File: config.mk
export PLATFORM = sky130hd
export DESIGN_NAME = reg_write_arbiter_flat
export DESIGN_NICKNAME = d
export VERILOG_FILES = /design/src/rtl/reg_write_arbiter_pkg.sv /design/src/rtl/reg_write_arbiter_if.sv /design/src/rtl/reg_write_arbiter_wb_fifo.sv /design/src/rtl/reg_write_arbiter.sv /design/src/flat_wrapper.sv
export SDC_FILE = /design/constraint.sdc
export NUM_CORES = 1
export LEC_CHECK = 0
export BUFFER_PORTS_ARGS = -buffer_cell sky130_fd_sc_hd__buf_2
export CAP_MARGIN = 20
export CELL_PAD_IN_SITES_DETAIL_PLACEMENT = 1
export CELL_PAD_IN_SITES_GLOBAL_PLACEMENT = 1
export CORE_ASPECT_RATIO = 2
export CORE_MARGIN = 2
export CORE_UTILIZATION = 30
export CTS_CLUSTER_SIZE = 14
export DETAILED_ROUTE_END_ITERATION = 7
export PLACE_DENSITY = 0.66
export SYNTH_ARGS = -nofsm -noshare
export SYNTH_HDL_FRONTEND = slang
export SYNTH_HIERARCHICAL = 1
export SYNTH_SLANG_ARGS = --single-unit
File: constraint.sdc
create_clock -name clk -period 6.95 [get_ports clk]
set_clock_uncertainty 0.15 [all_clocks]
set_input_delay 0 -clock clk [delete_from_list [all_inputs] [get_ports clk]]
set_output_delay 0 -clock clk [all_outputs]
set_load 0.01 [all_outputs]
File: src/rtl/reg_write_arbiter_pkg.sv
// reg_write_arbiter_pkg: shared register-file defines and helpers for the write arbiter.
package reg_write_arbiter_pkg;
  localparam int REGFILE_ADDRESS_LEN = 5;
  localparam int REGISTER_LEN = 32;
  localparam int REGISTER_MEM_SIZE = 32;
  typedef logic [REGFILE_ADDRESS_LEN-1:0] reg_addr_t;
  typedef logic [REGISTER_LEN-1:0] reg_data_t;
  typedef logic [REGISTER_MEM_SIZE-1:0] reg_mask_t;
  function automatic reg_mask_t dest_bit(reg_addr_t d);
    return reg_mask_t'(1) << d;
  endfunction
endpackage

File: src/rtl/reg_write_arbiter_if.sv
// reg_write_arbiter_if: one requester's write-request handshake into the arbiter.
interface reg_write_arbiter_if;
  import reg_write_arbiter_pkg::*;
  logic valid;
  reg_addr_t dest;
  reg_data_t data;
  logic ready;
  modport master (output valid, dest, data, input ready);
  modport slave (input valid, dest, data, output ready);
endinterface

File: src/rtl/reg_write_arbiter_wb_fifo.sv
// wb_fifo: per-requester queue of (dest, data, stamp) with a mask of queued destinations.
module wb_fifo
  import reg_write_arbiter_pkg::*;
#(
  parameter int DEPTH = 2,
  parameter int STAMP_W = 3
) (
  input  logic clk,
  input  logic rst,
  input  logic push,
  input  logic pop,
  input  reg_addr_t in_dest,
  input  reg_data_t in_data,
  input  logic [STAMP_W-1:0] in_stamp,
  output reg_addr_t head_dest,
  output reg_data_t head_data,
  output logic [STAMP_W-1:0] head_stamp,
  output logic full,
  output logic empty,
  output reg_mask_t dest_vec
);
  localparam int PW = $clog2(DEPTH);
  logic [PW-1:0] wr, rd;
  logic [PW:0] cnt;
  reg_addr_t dest_mem [DEPTH];
  reg_data_t data_mem [DEPTH];
  logic [STAMP_W-1:0] stamp_mem [DEPTH];
  assign full = cnt == (PW+1)'(DEPTH);
  assign empty = cnt == '0;
  assign head_dest = dest_mem[rd];
  assign head_data = data_mem[rd];
  assign head_stamp = stamp_mem[rd];
  always_ff @(posedge clk) begin
    if (rst) begin
      wr <= '0;
      rd <= '0;
      cnt <= '0;
    end else begin
      wr <= wr + PW'(push);
      rd <= rd + PW'(pop);
      cnt <= cnt + (PW+1)'(push) - (PW+1)'(pop);
    end
  end
  always_ff @(posedge clk) begin
    if (push) begin
      dest_mem[wr] <= in_dest;
      data_mem[wr] <= in_data;
      stamp_mem[wr] <= in_stamp;
    end
  end
  // A slot is live when its distance from the read pointer is below the occupancy.
  always_comb begin
    logic [PW-1:0] off;
    dest_vec = '0;
    off = '0;
    for (int i = 0; i < DEPTH; i++) begin
      off = PW'(i) - rd;
      if ({1'b0, off} < cnt) dest_vec = dest_vec | dest_bit(dest_mem[i]);
    end
  end
endmodule

File: src/rtl/reg_write_arbiter.sv
// reg_write_arbiter: merges two register-file write streams, oldest accepted entry first.
module reg_write_arbiter
  import reg_write_arbiter_pkg::*;
#(
  parameter int FIFO_DEPTH = 2,
  parameter int STAMP_W = 3
) (
  input  logic clk,
  input  logic rst,
  reg_write_arbiter_if.slave a,
  reg_write_arbiter_if.slave b,
  output logic writeBackEn,
  output reg_addr_t Dest_wb,
  output reg_data_t Result_wb,
  output reg_mask_t pending_mask,
  output logic busy
);
  logic [STAMP_W-1:0] cnt, a_stamp, b_stamp, diff;
  logic a_full, b_full, a_empty, b_empty, a_push, b_push, a_grant, b_grant;
  reg_addr_t a_dest, b_dest;
  reg_data_t a_data, b_data;
  reg_mask_t a_vec, b_vec;
  assign a.ready = !a_full;
  assign b.ready = !b_full;
  assign a_push = a.valid && !a_full;
  assign b_push = b.valid && !b_full;
  // Modulo age compare: A is older when B's stamp is ahead by less than half the range.
  assign diff = b_stamp - a_stamp;
  assign a_grant = !a_empty && (b_empty || !diff[STAMP_W-1]);
  assign b_grant = !b_empty && !a_grant;
  wb_fifo #(.DEPTH(FIFO_DEPTH), .STAMP_W(STAMP_W)) u_fifo_a (
    .clk(clk), .rst(rst), .push(a_push), .pop(a_grant),
    .in_dest(a.dest), .in_data(a.data), .in_stamp(cnt),
    .head_dest(a_dest), .head_data(a_data), .head_stamp(a_stamp),
    .full(a_full), .empty(a_empty), .dest_vec(a_vec)
  );
  wb_fifo #(.DEPTH(FIFO_DEPTH), .STAMP_W(STAMP_W)) u_fifo_b (
    .clk(clk), .rst(rst), .push(b_push), .pop(b_grant),
    .in_dest(b.dest), .in_data(b.data), .in_stamp(cnt + STAMP_W'(a_push)),
    .head_dest(b_dest), .head_data(b_data), .head_stamp(b_stamp),
    .full(b_full), .empty(b_empty), .dest_vec(b_vec)
  );
  always_ff @(posedge clk) begin
    if (rst) begin
      cnt <= '0;
      writeBackEn <= 1'b0;
      Dest_wb <= '0;
      Result_wb <= '0;
    end else begin
      cnt <= cnt + STAMP_W'(a_push) + STAMP_W'(b_push);
      writeBackEn <= a_grant || b_grant;
      if (a_grant || b_grant) begin
        Dest_wb <= a_grant ? a_dest : b_dest;
        Result_wb <= a_grant ? a_data : b_data;
      end
    end
  end
  assign pending_mask = a_vec | b_vec | (writeBackEn ? dest_bit(Dest_wb) : '0);
  assign busy = !a_empty || !b_empty || writeBackEn;
endmodule
File: src/flat_wrapper.sv
// flat-port wrapper written by rule: the top's interface ports become plain ports
module reg_write_arbiter_flat import reg_write_arbiter_pkg::*;
#(
  parameter int FIFO_DEPTH = 2,
  parameter int STAMP_W = 3
)
  (clk, rst, writeBackEn, Dest_wb, Result_wb, pending_mask, busy, a_valid, a_dest, a_data, a_ready, b_valid, b_dest, b_data, b_ready);
  reg_write_arbiter_if a_i ();
  reg_write_arbiter_if b_i ();
  input  logic clk;
  input  logic rst;
  output logic writeBackEn;
  output reg_addr_t Dest_wb;
  output reg_data_t Result_wb;
  output reg_mask_t pending_mask;
  output logic busy;
  input wire logic [$bits(a_i.valid)-1:0] a_valid;
  input wire logic [$bits(a_i.dest)-1:0] a_dest;
  input wire logic [$bits(a_i.data)-1:0] a_data;
  output wire logic [$bits(a_i.ready)-1:0] a_ready;
  input wire logic [$bits(b_i.valid)-1:0] b_valid;
  input wire logic [$bits(b_i.dest)-1:0] b_dest;
  input wire logic [$bits(b_i.data)-1:0] b_data;
  output wire logic [$bits(b_i.ready)-1:0] b_ready;
  assign a_i.valid = a_valid;
  assign a_i.dest = a_dest;
  assign a_i.data = a_data;
  assign a_ready = a_i.ready;
  assign b_i.valid = b_valid;
  assign b_i.dest = b_dest;
  assign b_i.data = b_data;
  assign b_ready = b_i.ready;
  reg_write_arbiter #(.FIFO_DEPTH(FIFO_DEPTH), .STAMP_W(STAMP_W)) u_core (.clk(clk), .rst(rst), .a(a_i), .b(b_i), .writeBackEn(writeBackEn), .Dest_wb(Dest_wb), .Result_wb(Result_wb), .pending_mask(pending_mask), .busy(busy));
endmodule
# Word-level counts from Yosys, hierarchy flattened
# Memory sizes are Yosys's and may differ from the RTL's. A register that Yosys moved wholly into a read port is not among the register bits.
# Cells that the tools add are included.
# word_totals
n_memories	6
word_cells	79
out_inout_bits	73
ramBits	160
inputBits	78
register_bits	49
# classes
addsub	15
shift	5
n_lt_le_gt_ge	4
bitwise	4
n_reduce_logical	16
n_mux	17
eq_ne	2
# mem_list
name	depth	width	rd	rd_ports_with_merged_regs	write_ports	line	text
u_core.u_fifo_a.data_mem	2	32	1	1	1	reg_write_arbiter_wb_fifo.sv:26	reg_data_t data_mem [DEPTH];
u_core.u_fifo_b.data_mem	2	32	1	1	1	reg_write_arbiter_wb_fifo.sv:26	
u_core.u_fifo_a.dest_mem	2	5	3	1	1	reg_write_arbiter_wb_fifo.sv:25	reg_addr_t dest_mem [DEPTH];
u_core.u_fifo_b.dest_mem	2	5	3	1	1	reg_write_arbiter_wb_fifo.sv:25	
u_core.u_fifo_a.stamp_mem	2	3	1	1	1	reg_write_arbiter_wb_fifo.sv:27	logic [STAMP_W-1:0] stamp_mem [DEPTH];
u_core.u_fifo_b.stamp_mem	2	3	1	1	1	reg_write_arbiter_wb_fifo.sv:27	
# ops
cell	n
32-bit 2-to-1 mux	6
1-bit by 5-bit << shifter with 32-bit output (first input constant)	5
32-bit OR	4
1-bit 2-to-1 mux	10
1-bit by 2-bit < comparator with 1-bit output	4
3-bit by 1-bit adder with 3-bit output	2
1-bit zero test	6
5-bit 2-to-1 mux	1
1-bit adder	4
2-bit by 1-bit adder with 2-bit output	2
2-bit equality test (second input constant)	2
1-bit logical AND	4
2-bit zero test	2
1-bit logical OR	4
1-bit subtractor (first input constant)	4
2-bit by 1-bit subtractor with 2-bit output	2
3-bit subtractor	1

# Depth between registers and ports, before layout
# depth
ltp_word	8
ltp_mapped	15

# By module
# The synthesis kept the hierarchy.
# modules_own_cells
module	area_per_inst_um2	cells_each	seq_area_each_um2	n_inst
wb_fifo (u_core.u_fifo_a)	3609.7	225	2482.4	1
wb_fifo (u_core.u_fifo_b)	3595.9	230	2482.4	1
reg_write_arbiter	2188.3	231	820.8	1

# Least setup slack after synthesis
# OpenSTA, ideal clock, no wires.
# synth_path
path_kind	flip-flop to flip-flop
from	reg u_core/u_fifo_b/rd (netlist name)
to	reg u_core.u_fifo_b.cnt[1]
slack_ns	4.039
synth_period_minus_slack_ns	2.911
stages_incl_launch_ff	15
arrival_time_ns	2.683
setup_ns	0.078
t_required_ns	6.722
n_path_buf	2
cell_sequence	dfxtp_1 > buf_6 > buf_2 > mux2_2 > ha_1 > inv_1 > o21a_1 > xnor2_1 > o21a_1 > ha_1 > inv_1 > ha_1 > xor2_1 > and2_1 > nor3_1
# synth_rtl
item	line	text
end signal, assigned	reg_write_arbiter_wb_fifo.sv:41	cnt <= cnt + (PW+1)'(push) - (PW+1)'(pop);
end, declared	reg_write_arbiter_wb_fifo.sv:24	logic [PW:0] cnt;

==> impl_metrics.yaml <==
routing:
  first_pass_iters: 4
  initialDrtViolationCount: 365
  drtAntennaViolNets: 0
  drc_errors: 0
  routed_wl_mm: 29.3
  vias: 6637
  routed_via_density: 4.98
  wl_per_cell_um: 22.0
clock_tree:
  cts_made_buffers: 19
  clk_pin_slew_worst_paths_ns: 0.06
  cts_buffer_depth: 3
  cts_tree: "built"
  cts-root-buf: "clkbuf_16"
  clk-insertion-delay-late_ns: 0.49
  h-tree-depth: 1
  cts_resized: 0
  cts_num_sinks: 209
  post_cts.repair.setup_buffers: 0
  cts_hold_buf: 75
cells_and_area:
  area_delta_synth_final_pct: 26.2
  antenna_cells: 0
  final_cell_mix: "160 x edfxtp_1, 150 x buf_2, 75 x dlygate4sd3_1, 74 x mux2_2, 64 x o22ai_1"
  final_nets: 992
  n_fill_cell: 3273
  layout_commonest_cell: "edfxtp_1"
  drive_above_1_share_pct: 32.2
floorplan:
  initial_core_util_pct: 30.4
  chipHeight_um: 254
  ios: 151
  core_area_mm2: 0.0309
  num_rows: 91
  die_area_mm2: 0.0328
  die_x_um: 129
global_route:
  grt_pass1_vias: 7266
  grt_antenna_before_repair: 0
  grt_pass1_wl_mm: 43.2
  grt_overflow: 0
  grt_max_degree: 38
  grt_use_total_pct: 17.7
timing:
  hold_viol: 0
  fin_crit_ns: 3.58
  worstMarginPinSlew_ns: 0.874
  post-route-period-util_pct: 51.5
  slew_viol_final: 0
  fin_hold_ws_ns: 0.0718
  fmax_ghz: 0.279
  rsz0062_at_grt: "no"
  setup_tns_ns: 0
  maxSlewHeadroom_pct: 41.7
  finalSetupViolCount: 0
synth:
  synth_nets: 777
  syn_area_per_cell_um2: 13.7
  synth_edf_count: 160
  yosysWarnings: 6
  yosys_register_bits: 209
  syn_area_mm2: 0.00939
  synth-async-reset-ratio_pct: 0
  synthFlopType: "edfxtp_1"
  netlist_instances: 686
  seq_area_frac_synth_pct: 61.6
  ys_types: 45
critical_path:
  end_kind: "flip-flop"
  critPathRequiredTime_ns: 7.22
  cp-start-kind: "flip-flop"
  worst-endpoint-arrival_ns: 3.84
  crit_fanout: 24
  critPathKind: "flip-flop to flip-flop"
power:
  p_sw_w: 0.00132
  ir_worst_vdd_mv: 0.256
  power.static_leakage_nw: 4.43
  p_int_w: 0.00268
  comb_power_share_pct: 30.6
  p_seq_share_pct: 45.4
  power.total_w: 0.00400
  p_clk_share_pct: 24.0
  power_density_mw_per_mm2: 337
  switching_share_pct: 33.0
worst_hold_path:
  hold_class: "input pin to flip-flop"
job:
  maxCapViolCount: 0
placement:
  portBuffers: 150
  dpl.hpwl_mm: 21.2
  gp_congestion: 0.974
status:
  outcome: "completed"
==> sequential cells by signal, indices dropped and copies added (netlist names), 5 cells and up <==
name and cells:
u_core/u_fifo_a/stamp_mem 6, u_core/u_fifo_a/dest_mem 10, u_core/Result_wb 32, u_core/u_fifo_b/stamp_mem 6
u_core/u_fifo_b/dest_mem 10, u_core/u_fifo_a/data_mem 64, u_core/Dest_wb 5, u_core/u_fifo_b/data_mem 64
==> stage by stage <==
stage | util [%] | worst slack, ns | cell area, um^2 | std cells
2_1_floorplan | - | 4.04 | 9390 | 686
3_3_place_gp | 33.9 | 3.41 | 10500 | 1219
3_5_place_dp | 34.2 | 3.32 | 10600 | 1223
4_1_cts | 38.4 | 3.28 | 11900 | 1332
5_1_grt | 38.4 | 3.12 | 11900 | 1332
6_report | 38.4 | 3.37 | 11900 | 1332
==> cells in the mapped netlist (all sizes together) (12+ instances only) <==
cell | instances | area (um^2)
edfxtp | 160 | 4800
mux2 | 74 | 833
o22ai | 64 | 400
dfxtp | 49 | 981
and2 | 39 | 244
a221o | 37 | 379
nor2 | 31 | 116
buf | 27 | 201
o21ai | 25 | 125
nand2 | 22 | 82.6
inv | 20 | 75.1
nand2b | 15 | 93.8
ha | 13 | 163
o2111ai | 13 | 183
a211o | 12 | 105
nor2b | 12 | 85.1
==> power groups by stage <==
| stage | logic, W | clock network, W | registers, W |
|---|---|---|---|
| 2_1_floorplan | 0.000867 | 0 | 0.00175 |
| 3_3_place_gp | 0.00115 | 0 | 0.00184 |
| 3_5_place_dp | 0.00121 | 0 | 0.00184 |
| 4_1_cts | 0.00125 | 0.000989 | 0.00182 |
| 5_1_grt | 0.00134 | 0.00103 | 0.00184 |
| 6_report | 0.00123 | 0.000959 | 0.00181 |
==> layout make-up <==
type	instances	area, um^2	area share [%]
multi-input combinational	419	3310	27.9
clock inverter	5	30.0	0.253
timing repair buffer	232	1620	13.7
clock buffer	29	513	4.33
inverter	20	75.1	0.633
tap	418	523	4.41
sequential	209	5790	48.8
==> worst max-delay path, cell delays in order, from the launching register on <==
cell and delay, ns:
dfxtp_2 0.67, buf_4 0.44, mux2_2 0.39, ha_1 0.27, inv_1 0.06, o21a_1 0.22
xnor2_1 0.15, a21oi_1 0.23, ha_1 0.27, inv_1 0.06, ha_1 0.15, xor2_1 0.18
nor2_1 0.06, nor3_1 0.19
==> final timing paths <==
kind	from	end	slack, ns	depth (start not counted)
max	u_core/u_fifo_b/rd	u_core/u_fifo_a/cnt[1]	3.37	13
min reg2reg	u_core/cnt[1]	u_core/u_fifo_a/stamp_mem[1][1]	0.32	0
max reg2reg	u_core/u_fifo_b/rd	u_core/u_fifo_a/cnt[1]	3.37	13
min	b_data[14]	u_core/u_fifo_b/data_mem[0][14]	0.07	2
==> logic make-up (layout without fill, tap and decap cells) <==
family          count (synthesis)  after routing  share of synthesized area, %
mux                            74             74                          8.87
fa+ha+maj                      13             13                          1.73
flops                         209            209                          61.6
buf+inv                        58            286                          3.38
simple gates                  158            158                          9.44
compound gates                165            165                          14.1
xor+xnor                        9              9                         0.839
==> routing by layer <==
layer / routed length, um / track usage, % / vias to the layer above
met1: 10300 / 17.6 / 3294
li1: - / - / 3109
met3: 782 / 1.49 / 55
met4: 1530 / 9.32 / 0
met2: 16700 / 35.1 / 179
met5: 0 / 0 / -
Power figures use the tool's default switching activity.
